## src/rtl/gpu_wb_slave_if_if.sv

```systemverilog
// Wishbone B4 classic bus bundle between the SoC master and the GPU slave front-end.
//
// Handshake: a request is presented while wb_cyc_i and wb_stb_i are both high and
// is held stable by the master until the slave answers with a single-cycle
// wb_ack_o (done) or wb_err_o (unmapped address); never both. Dropping cyc or stb
// before the answer abandons the transfer without any response.
interface gpu_wb_slave_if_if #(
    parameter int ADDR_W = 27,
    parameter int DATA_W = 32
);
    logic                  wb_cyc_i;
    logic                  wb_stb_i;
    logic                  wb_we_i;
    logic [DATA_W/8-1:0]   wb_sel_i;
    logic [ADDR_W-1:0]     wb_adr_i;
    logic [DATA_W-1:0]     wb_dat_i;
    logic [DATA_W-1:0]     wb_dat_o;
    logic                  wb_ack_o;
    logic                  wb_err_o;

    modport slave (
        input  wb_cyc_i, wb_stb_i, wb_we_i, wb_sel_i, wb_adr_i, wb_dat_i,
        output wb_dat_o, wb_ack_o, wb_err_o
    );

    modport master (
        output wb_cyc_i, wb_stb_i, wb_we_i, wb_sel_i, wb_adr_i, wb_dat_i,
        input  wb_dat_o, wb_ack_o, wb_err_o
    );
endinterface

```

## src/rtl/gpu_wb_slave_if.sv

```systemverilog
// Wishbone classic slave front-end for the GPU register/memory space.
// Decodes a region index from the address, issues one-hot write/read strobes to
// the backing memories, waits the configured write wait states or read latency,
// then acks. Unmapped regions get a single-cycle error and bump a saturating count.
module gpu_wb_slave_if #(
    parameter int ADDR_W       = 27,
    parameter int DATA_W       = 32,
    parameter int RSEL_W       = 4,
    parameter int REGION_LSB   = 12,
    parameter int N_REGION     = 3,
    parameter int READ_LATENCY = 1,
    parameter int WAIT_CYCLES  = 1
) (
    input  logic                       clk,
    input  logic                       reset_n,
    gpu_wb_slave_if_if.slave           wb,
    output logic [N_REGION-1:0]        o_we,
    output logic [N_REGION-1:0]        o_re,
    output logic [ADDR_W-1:0]          o_addr,
    output logic [DATA_W-1:0]          o_wdata,
    output logic [DATA_W/8-1:0]        o_wsel,
    input  logic [N_REGION*DATA_W-1:0] i_rdata,
    output logic                       o_busy,
    output logic [7:0]                 o_err_count,
    output logic [2:0]                 o_state
);

    typedef enum logic [2:0] {
        S_IDLE    = 3'd0,
        S_WSTROBE = 3'd1,
        S_WWAIT   = 3'd2,
        S_RSTROBE = 3'd3,
        S_RWAIT   = 3'd4,
        S_ACK     = 3'd5,
        S_ERR     = 3'd6
    } state_t;

    // Region count widened by one bit so N_REGION == 2^RSEL_W is representable.
    localparam logic [RSEL_W:0] N_REGION_W = (RSEL_W + 1)'(N_REGION);
    localparam logic [3:0]      LAST_WAIT  = 4'(WAIT_CYCLES - 1);
    localparam logic [3:0]      LAST_RWAIT = 4'(READ_LATENCY - 1);

    state_t                state_q, state_d;
    logic [3:0]            cnt_q;
    logic [RSEL_W-1:0]     region_q;
    logic [ADDR_W-1:0]     addr_q;
    logic [DATA_W-1:0]     wdata_q;
    logic [DATA_W/8-1:0]   wsel_q;
    logic [DATA_W-1:0]     rdata_q;
    logic [7:0]            err_cnt_q;

    logic                  req;
    logic [RSEL_W-1:0]     req_region;
    logic                  req_mapped;
    logic [N_REGION-1:0]   region_oh;
    logic [DATA_W-1:0]     rd_slice;

    assign req        = wb.wb_cyc_i & wb.wb_stb_i;
    assign req_region = wb.wb_adr_i[REGION_LSB +: RSEL_W];
    assign req_mapped = ({1'b0, req_region} < N_REGION_W);

    // Decode the latched region into a one-hot strobe mask and select its read slice.
    always_comb begin
        region_oh = '0;
        rd_slice  = '0;
        for (int k = 0; k < N_REGION; k++) begin
            if (region_q == RSEL_W'(k)) begin
                region_oh[k] = 1'b1;
                rd_slice     = i_rdata[k*DATA_W +: DATA_W];
            end
        end
    end

    // State register.
    always_ff @(posedge clk) begin
        if (!reset_n) begin
            state_q <= S_IDLE;
        end else begin
            state_q <= state_d;
        end
    end

    // Next-state logic; any non-IDLE state before ACK/ERR abandons on a master abort.
    always_comb begin
        state_d = state_q;
        unique case (state_q)
            S_IDLE: begin
                if (req) begin
                    if (!req_mapped)         state_d = S_ERR;
                    else if (wb.wb_we_i)     state_d = S_WSTROBE;
                    else                     state_d = S_RSTROBE;
                end
            end
            S_WSTROBE: begin
                if (!req)                    state_d = S_IDLE;
                else if (WAIT_CYCLES == 0)   state_d = S_ACK;
                else                         state_d = S_WWAIT;
            end
            S_WWAIT: begin
                if (!req)                    state_d = S_IDLE;
                else if (cnt_q == LAST_WAIT) state_d = S_ACK;
            end
            S_RSTROBE: begin
                if (!req)                    state_d = S_IDLE;
                else                         state_d = S_RWAIT;
            end
            S_RWAIT: begin
                if (!req)                     state_d = S_IDLE;
                else if (cnt_q == LAST_RWAIT) state_d = S_ACK;
            end
            S_ACK:                           state_d = S_IDLE;
            S_ERR:                           state_d = S_IDLE;
            default:                         state_d = S_IDLE;
        endcase
    end

    // Request capture, wait counter, read-data capture and error counter.
    always_ff @(posedge clk) begin
        if (!reset_n) begin
            cnt_q     <= '0;
            region_q  <= '0;
            addr_q    <= '0;
            wdata_q   <= '0;
            wsel_q    <= '0;
            rdata_q   <= '0;
            err_cnt_q <= '0;
        end else begin
            if (state_q == S_IDLE && req) begin
                addr_q   <= wb.wb_adr_i;
                wdata_q  <= wb.wb_dat_i;
                wsel_q   <= wb.wb_sel_i;
                region_q <= req_region;
                cnt_q    <= '0;
                if (!req_mapped && err_cnt_q != 8'hFF) begin
                    err_cnt_q <= err_cnt_q + 8'd1;
                end
            end
            if (state_q == S_WWAIT || state_q == S_RWAIT) begin
                cnt_q <= cnt_q + 4'd1;
            end
            // Data is valid in the final RWAIT cycle; an aborted read never lands here.
            if (state_q == S_RWAIT && req && cnt_q == LAST_RWAIT) begin
                rdata_q <= rd_slice;
            end
        end
    end

    // Moore outputs decoded from the current state.
    always_comb begin
        o_we          = '0;
        o_re          = '0;
        wb.wb_ack_o   = 1'b0;
        wb.wb_err_o   = 1'b0;
        if (state_q == S_WSTROBE) o_we = region_oh;
        if (state_q == S_RSTROBE) o_re = region_oh;
        if (state_q == S_ACK)     wb.wb_ack_o = 1'b1;
        if (state_q == S_ERR)     wb.wb_err_o = 1'b1;
        o_busy        = (state_q != S_IDLE);
        o_state       = state_q;
        wb.wb_dat_o   = rdata_q;
        o_addr        = addr_q;
        o_wdata       = wdata_q;
        o_wsel        = wsel_q;
        o_err_count   = err_cnt_q;
    end

endmodule

```

## src/flat_wrapper.sv

```systemverilog
// flat-port wrapper written by rule: the top's interface ports become plain ports
module gpu_wb_slave_if_flat 
#(
    parameter int ADDR_W       = 27,
    parameter int DATA_W       = 32,
    parameter int RSEL_W       = 4,
    parameter int REGION_LSB   = 12,
    parameter int N_REGION     = 3,
    parameter int READ_LATENCY = 1,
    parameter int WAIT_CYCLES  = 1
)
  (clk, reset_n, o_we, o_re, o_addr, o_wdata, o_wsel, i_rdata, o_busy, o_err_count, o_state, wb_wb_cyc_i, wb_wb_stb_i, wb_wb_we_i, wb_wb_sel_i, wb_wb_adr_i, wb_wb_dat_i, wb_wb_dat_o, wb_wb_ack_o, wb_wb_err_o);
  gpu_wb_slave_if_if #(.ADDR_W(ADDR_W), .DATA_W(DATA_W)) wb_i ();
  input  logic clk;
  input  logic reset_n;
  output logic [N_REGION-1:0] o_we;
  output logic [N_REGION-1:0] o_re;
  output logic [ADDR_W-1:0] o_addr;
  output logic [DATA_W-1:0] o_wdata;
  output logic [DATA_W/8-1:0] o_wsel;
  input  logic [N_REGION*DATA_W-1:0] i_rdata;
  output logic o_busy;
  output logic [7:0] o_err_count;
  output logic [2:0] o_state;
  input wire logic [$bits(wb_i.wb_cyc_i)-1:0] wb_wb_cyc_i;
  input wire logic [$bits(wb_i.wb_stb_i)-1:0] wb_wb_stb_i;
  input wire logic [$bits(wb_i.wb_we_i)-1:0] wb_wb_we_i;
  input wire logic [$bits(wb_i.wb_sel_i)-1:0] wb_wb_sel_i;
  input wire logic [$bits(wb_i.wb_adr_i)-1:0] wb_wb_adr_i;
  input wire logic [$bits(wb_i.wb_dat_i)-1:0] wb_wb_dat_i;
  output wire logic [$bits(wb_i.wb_dat_o)-1:0] wb_wb_dat_o;
  output wire logic [$bits(wb_i.wb_ack_o)-1:0] wb_wb_ack_o;
  output wire logic [$bits(wb_i.wb_err_o)-1:0] wb_wb_err_o;
  assign wb_i.wb_cyc_i = wb_wb_cyc_i;
  assign wb_i.wb_stb_i = wb_wb_stb_i;
  assign wb_i.wb_we_i = wb_wb_we_i;
  assign wb_i.wb_sel_i = wb_wb_sel_i;
  assign wb_i.wb_adr_i = wb_wb_adr_i;
  assign wb_i.wb_dat_i = wb_wb_dat_i;
  assign wb_wb_dat_o = wb_i.wb_dat_o;
  assign wb_wb_ack_o = wb_i.wb_ack_o;
  assign wb_wb_err_o = wb_i.wb_err_o;
  gpu_wb_slave_if #(.ADDR_W(ADDR_W), .DATA_W(DATA_W), .RSEL_W(RSEL_W), .REGION_LSB(REGION_LSB), .N_REGION(N_REGION), .READ_LATENCY(READ_LATENCY), .WAIT_CYCLES(WAIT_CYCLES)) u_core (.clk(clk), .reset_n(reset_n), .wb(wb_i), .o_we(o_we), .o_re(o_re), .o_addr(o_addr), .o_wdata(o_wdata), .o_wsel(o_wsel), .i_rdata(i_rdata), .o_busy(o_busy), .o_err_count(o_err_count), .o_state(o_state));
endmodule
```

## config.mk

```make
export PLATFORM = sky130hd
export DESIGN_NAME = gpu_wb_slave_if_flat
export DESIGN_NICKNAME = d
export VERILOG_FILES = /design/src/rtl/gpu_wb_slave_if_if.sv /design/src/rtl/gpu_wb_slave_if.sv /design/src/flat_wrapper.sv
export SDC_FILE = /design/constraint.sdc
export NUM_CORES = 1
export LEC_CHECK = 0
export ABC_AREA = 1
export CAP_MARGIN = 15
export CORE_MARGIN = 4
export CORE_UTILIZATION = 42
export CTS_CLUSTER_DIAMETER = 60
export DETAILED_ROUTE_END_ITERATION = 10
export GPL_ROUTABILITY_DRIVEN = 0
export GPL_TIMING_DRIVEN = 1
export PLACE_DENSITY_LB_ADDON = 0.05
export SYNTH_ARGS = -nofsm -noshare
export SYNTH_HDL_FRONTEND = slang
export SYNTH_SLANG_ARGS = --single-unit
```

## constraint.sdc

```tcl
create_clock -name clk -period 2.39 [get_ports clk]
set_clock_uncertainty 0.15 [all_clocks]
set_input_delay 0.3585 -clock clk [delete_from_list [all_inputs] [get_ports clk]]
set_output_delay 0.3585 -clock clk [all_outputs]
set_load 0.005 [all_outputs]
```

==> summary.md, run 1 <==
| Metric | Value |
|---|---|
| Outcome | completed |
| Gate Count Post-Synth | 766 |
| CP startpoint kind | flop |
| Total Routing Usage GR | 0.229 |
| Max Freq | 0.442 GHz |
| Fin area | 8250 sq um |
| Wirelength per Cell | 13.8 um |
| Final ANT Viol Nets | 0 |
| Syn Nets | 933 |
| Vias in the first global route | 5243 |
| Critical path capture point type | primary output |
| Reg2reg start | u_core.o_addr[13]$_SDFFE_PN0P_ |
| Delay-heaviest family, CP | buffers and inverters |
| Most frequent cells in the layout | clkdlybuf4s50_1, nor2_1, nand2_1, dfxtp_1, o21ai_0 |
| Fin cells | 1175 |
| Critical path, cell by cell | nand2_1 -> nor2_1 -> inv_1 -> nor2_1 -> clkdlybuf4s50_1 |
| Final period util | 0.947 |
| CTS tree | done |
| Area grow syn2layout | 62.0% |
| Max-cap violations | 0 |
| Met3 routed WL | 1290 um |
| Nets | 1194 |
| Synth cell types | 23 |
| DR vias | 5505 |
| H-tree Lvls | 3 |
| Clk slew on worst S/H paths | 0.07 ns |
| Clock Power Share | 0.246 |
| Slew Limit Fails | 0 |
| Int Pwr | 4.21 mW |
| Setup TNS | 0 ns |
| Cell area after synthesis | 5090 sq um |
| CP Class | flop to primary output |
| WL final | 16200 um |
| LEAKAGE | 3.54 nW |
| Yosys reg bits | 110 |
| Die area | 13900 sq um |
| Share of layout cells above drive strength 1 | 0.0717 |
| Worst hold path type | input port to flop |
| Overflow after GRT | 0 |
| Final hold viol count | 0 |
| Clock Latency Late Sink | 0.34 ns |
| Slew @ Worst Pin | 0.432 ns |
| Row cnt | 39 |
| R2r setup slk | 0.70 ns |
| Crit-path most repeated cell | nor2_1 |
| Root Buffer | clkbuf_16 |
| Slew HR | 0.712 |
| Commonest non-fill, non-tap cell in the layout | clkdlybuf4s50_1 |
| Setup Viol. Count Final | 0 |
| Pre-Repair DR Iteration Count | 4 |
| R2R depth | 7 |
| # hold bufs at CTS | 0 |
| Peak supply drop | 0.439 mV |
| Core area | 11700 sq um |
| RR Endpoint | u_core.wb.wb_dat_o[31]$_SDFFE_PN0P_ |
| Initial Util | 0.437 |
| HPWL Detailed | 12100 um |
| Switch share | 0.325 |
| Post-layout min period | 2.26 ns |
| Hold depth | 3 |
| Yosys warns | 0 |
| DP Area | 7920 sq um |
| Post-route DRC | 0 |
| Initial DRC Count | 300 |
| Hold_ws | 0.230 ns |
| Crit-path slowest cell | clkdlybuf4s50_1 |
| First-pass GRT wire length | 26400 um |
| DRT met1 WL | 6760 um |
| Bufs and invs on worst path | 2 |
| Worst endpoint required time | 1.88 ns |
| NetSw | 2.02 mW |
| Power per cell area | 756 nW/um^2 |
| Input/output buffers | 278 |
| Ant. Diodes | 0 |
| Met2 routed WL | 7910 um |
| Comb power frac | 0.381 |
| Dpl cells | 1159 |
| CP Max Fanout | 6 |
| Die width | 118 um |
| Worst path max stage delay | 0.52 ns |
| IO Pins | 279 |
| Pin count of the biggest net entering global routing | 65 |
| Number of fill cells | 1011 |
| Part of the power in registers | 0.373 |
| TritonCTS Buffers | 9 |
| Sink Count | 110 |
| Post CTS Setup Buffer Count | 0 |
| Unrepaired setup endpoints after global routing | false |
| CP arrival | 1.76 ns |
| Hold path startpoint | reset_n |
| Uppermost routed layer | met4 |
| Clock buffer depth | 2 |
| Hold EP | u_core.o_state[2]$_SDFFE_PN0P_ |
| Sequential area share after synthesis | 0.433 |
| Mean Syn Cell Area | 6.65 sq um |
| Die Ht | 118 um |
| Drt via density | 4.69 |
| Initial antenna violation count | 0 |
==> worst max-delay path by stage <==
stage	start	endpoint	cells after the start
floorplan	u_core.o_addr[12]$_SDFFE_PN0P_	o_re[1]	5
global placement	wb_wb_cyc_i	u_core.wb.wb_dat_o[0]$_SDFFE_PN0P_	8
detailed placement	wb_wb_stb_i	u_core.wb.wb_dat_o[2]$_SDFFE_PN0P_	8
CTS	u_core.o_state[1]$_SDFFE_PN0P_	o_re[1]	5
global route	u_core.o_addr[12]$_SDFFE_PN0P_	o_we[2]	6
finish	u_core.o_state[1]$_SDFFE_PN0P_	o_re[1]	5
==> layer usage <==
| layer | vias to the layer above | track usage |
|---|---|---|
| met5 | - | 0 |
| met4 | 0 | 0.0703 |
| met3 | 24 | 0.0750 |
| met2 | 176 | 0.403 |
| met1 | 2422 | 0.264 |
| li1 | 2883 | - |
==> registers in the layout, indices dropped and copies added (netlist names) <==
signal              cells
u_core.cnt_q            4
u_core.o_addr          27
u_core.o_err_count      8
u_core.o_state          3
u_core.o_wdata         32
u_core.o_wsel           4
u_core.wb.wb_dat_o     32
==> power by group through the flow <==
stage | clock, mW | combinational (mW) | sequential (mW)
global route | 1.64 | 2.66 | 2.36
detailed placement | 0 | 2.40 | 2.35
finish | 1.54 | 2.37 | 2.32
global placement | 0 | 2.38 | 2.35
floorplan | 0 | 1.20 | 2.37
CTS | 1.57 | 2.41 | 2.32
==> cells in the mapped netlist <==
cell,number,area [sq um]
a21oi_1,13,65.1
buf_2,24,120
buf_4,2,15.0
buf_6,6,67.6
clkbuf_1,8,30.0
dfxtp_1,110,2200
ha_1,3,37.5
inv_1,49,184
inv_2,8,30.0
nand2_1,178,668
nand2_2,28,175
nand3_1,40,200
nand3_4,2,35.0
nand3b_1,2,15.0
nor2_1,211,792
nor2_2,2,12.5
nor2_8,1,20.0
nor3_1,4,20.0
nor3_2,1,10.0
o211ai_1,1,7.51
o21ai_0,55,275
o21ai_1,13,65.1
xor2_1,5,43.8
==> metrics by stage <==
| stage | total power, mW | setup WS (ns) | utilization |
|---|---|---|---|
| final | 6.23 | 0.126 | 0.707 |
| after floorplan | 3.57 | 0.834 | - |
| after global routing | 6.66 | 0.0104 | 0.707 |
| after global placement | 4.73 | 0.350 | 0.679 |
| after detailed placement | 4.75 | 0.337 | 0.679 |
| after CTS | 6.30 | 0.0461 | 0.706 |
==> timing repair <==
item | CTS | global route
resized for setup | 0 | 5
hold endpoints to repair | 0 | 0
setup endpoints to repair | 0 | 6
==> worst min-delay path, stage by stage <==
cell	delay, ns
buf_2	0.20
nand2_1	0.10
nor2_1	0.03
==> cell type report <==
cell class | count | area (sq um) | area share
timing repair buffer | 290 | 2880 | 0.350
sequential | 110 | 2210 | 0.268
multi-input combinational | 559 | 2450 | 0.298
inverter | 57 | 214 | 0.0259
tap | 143 | 179 | 0.0217
clock inverter | 4 | 53.8 | 0.00653
clock buffer | 12 | 256 | 0.0311
==> cell families (layout without fill, tap and decap cells) <==
kind of cell,after synthesis,in the layout,synth area share
DFF,110,110,0.433
adders and majority gates,3,3,0.00737
xor gates and xnor gates,5,5,0.00860
and+or+nand+nor,469,469,0.383
AOI/OAI and AO/OA,82,82,0.0811
buffers and inverters,97,363,0.0877
Note: power is estimated with default switching activity, not from simulation.
==> run 2: changes to the inputs <==
Settings changed: CORE_UTILIZATION 42 to 39, GPL_TIMING_DRIVEN 1 to 0.
Clock period 2.39 ns to 2.1 ns, I/O delays scaled along.
==> run 2 against run 1 <==
Against the previous run:
- via count increased by 2.6%
- count of clock-buffer cells in the layout grew 1
- clock power up 10%
- largest cell class unchanged
==> summary.md, run 2 (synthesized netlist as in run 1, its figures left out) <==
| Metric | Value |
|---|---|
| Outcome | completed |
| Hold EP | u_core.o_wdata[22]$_SDFFE_PN0P_ |
| Most frequent cells in the layout | clkdlybuf4s50_1, nor2_1, nand2_1, dfxtp_1, o21ai_0 |
| Initial antenna violation count | 0 (unchanged) |
| H-tree Lvls | 3 (unchanged) |
| LEAKAGE | 3.70 nW (+4.5%) |
| Power per cell area | 859 nW/um^2 (+14%) |
| Die width | 122 um (+3.5%) |
| Post-route DRC | 0 (unchanged) |
| Root Buffer | clkbuf_16 |
| Initial Util | 0.400 (-0.0364) |
| Worst endpoint required time | 1.63 ns (-0.25 ns) |
| Row cnt | 41 (+5.1%) |
| Share of layout cells above drive strength 1 | 0.0966 (+0.0249) |
| Final ANT Viol Nets | 0 (unchanged) |
| CP Class | flop to primary output |
| Final hold viol count | 0 (unchanged) |
| Critical path capture point type | primary output |
| Core area | 12700 sq um (+9.1%) |
| Slew @ Worst Pin | 0.538 ns (+0.105 ns) |
| RR Endpoint | u_core.wb.wb_dat_o[2]$_SDFFE_PN0P_ |
| Number of fill cells | 1155 (+14%) |
| DR vias | 5650 (+2.6%) |
| R2r setup slk | 0.28 ns (-0.42 ns) |
| Max Freq | 0.512 GHz |
| CP Max Fanout | 6 (unchanged) |
| IO Pins | 279 (unchanged) |
| Die area | 14900 sq um (+7.2%) |
| Slew HR | 0.642 (-0.0702) |
| Clock Latency Late Sink | 0.34 ns (about the same) |
| Unrepaired setup endpoints after global routing | false |
| Ant. Diodes | 0 (unchanged) |
| Area grow syn2layout | 66.6% |
| Util after Layout | 0.667 (-0.0403) |
| TritonCTS Buffers | 9 (unchanged) |
| Slew Limit Fails | 0 (unchanged) |
| Drt via density | 4.56 (-2.6%) |
| Wirelength per Cell | 13.9 um (+0.29%) |
| Initial DRC Count | 205 (-32%) |
| Sink Count | 110 (unchanged) |
| Final period util | 0.930 |
| CP arrival | 1.49 ns (-0.27 ns) |
| Hold path startpoint | reset_n |
| Post-layout min period | 1.95 ns |
| Pre-Repair DR Iteration Count | 4 (unchanged) |
| First-pass GRT wire length | 26700 um (+1.2%) |
| Nets | 1230 (+3.0%) |
| Overflow after GRT | 0 (unchanged) |
| Setup Viol. Count Final | 0 (unchanged) |
| HPWL Detailed | 13300 um (+10%) |
| # hold bufs at CTS | 0 (unchanged) |
| R2R depth | 10 (+3) |
| WL final | 17200 um (+5.7%) |
| Post-route worst setup slack | 0.146 ns (+0.0209 ns) |
| Worst hold path type | input port to flop |
| Clk slew on worst S/H paths | 0.07 ns (about the same) |
| Max-cap violations | 0 (unchanged) |
| Input/output buffers | 277 (-0.36%) |
| Pin count of the biggest net entering global routing | 16 (-75%) |
| Clock buffer depth | 2 (unchanged) |
| CP startpoint kind | flop |
| Die Ht | 122 um (+3.5%) |
| Reg2reg start | u_core.o_addr[12]$_SDFFE_PN0P_ |
| Hold depth | 3 (unchanged) |
| Pre-CTS setup slack | -0.171 ns (-0.508 ns) |
| Vias in the first global route | 5308 (+1.2%) |
| Total Routing Usage GR | 0.225 (-0.00387) |
| CTS tree | done |
| Commonest non-fill, non-tap cell in the layout | clkdlybuf4s50_1 |
| Peak supply drop | 0.489 mV (+12%) |
==> run 2: cell count changes in the layout (fill, tap and decap cells not counted), sizes merged <==
| cell | change |
|---|---|
| buf | +28 |
| clkbuf | +11 |
| dlygate4sd2 | +4 |
| inv | -1 |
| clkinvlp | -2 |
| clkdlybuf4s50 | -6 |
==> run 2: where the power goes <==
part	switching, mW	internal [mW]
sequential	0.212	2.44
clock	0.723	0.979
combinational	1.45	1.49
total	2.38	4.91
==> run 2: critical path: stages, from the launching register on <==
cell and delay, ns:
dfxtp_2 0.39, inv_2 0.08, nand3_4 0.13, clkdlybuf4s50_1 0.54
==> run 2: how the worst max path moves through the flow <==
stage / from / endpoint / cells after the start
after floorplan: u_core.o_addr[12]$_SDFFE_PN0P_ / o_re[1] / 5
after global placement: u_core.o_addr[12]$_SDFFE_PN0P_ / o_we[1] / 6
after detailed placement: u_core.o_addr[12]$_SDFFE_PN0P_ / o_we[1] / 6
after CTS: u_core.o_state[1]$_SDFFE_PN0P_ / o_busy / 3
after global routing: u_core.o_state[0]$_SDFFE_PN0P_ / wb_wb_err_o / 4
final: u_core.o_state[1]$_SDFFE_PN0P_ / o_busy / 3
==> run 2: cell type report <==
type                    instances  area [sq um]  area share
inverters                      57           214      0.0252
repair buffers                286          2830       0.333
clock inverters                 1          30.0     0.00354
multi-input cells             559          2480       0.292
plain buffers                  40           251      0.0297
flip-flops and latches        110          2210       0.260
well taps                     172           215      0.0254
clock buffers                  13           260      0.0307
==> run 2: metal layers <==
| metal | share of wire | routed length, um | GRT usage |
|---|---|---|---|
| met1 | 0.38 | 6580 | 0.247 |
| met2 | 0.48 | 8210 | 0.394 |
| met3 | 0.12 | 2130 | 0.100 |
| met4 | 0.014 | 247 | 0.0644 |
| met5 | 0 | 0 | 0 |
==> run 2: what timing repair did <==
action / CTS / global route
pin swaps: 3 / 1
setup buffers: 7 / 2
resized for setup: 20 / 7
cloned: 0 / 0
endpoints found under the setup margin: 7 / 4
==> run 2: stage by stage <==
step / cells / hold slack (ns) / TNS [ns] / total power, mW / instance area, sq um
2_1_floorplan: 766 / 0.287 / 0 / 4.06 / 5090
3_3_place_gp: 1215 / 0.300 / -0.573 / 5.49 / 8080
3_5_place_dp: 1215 / 0.309 / -0.651 / 5.50 / 8080
4_1_cts: 1236 / 0.193 / 0 / 7.34 / 8470
5_1_grt: 1238 / 0.245 / 0 / 7.78 / 8480
6_report: 1238 / 0.198 / 0 / 7.29 / 8480
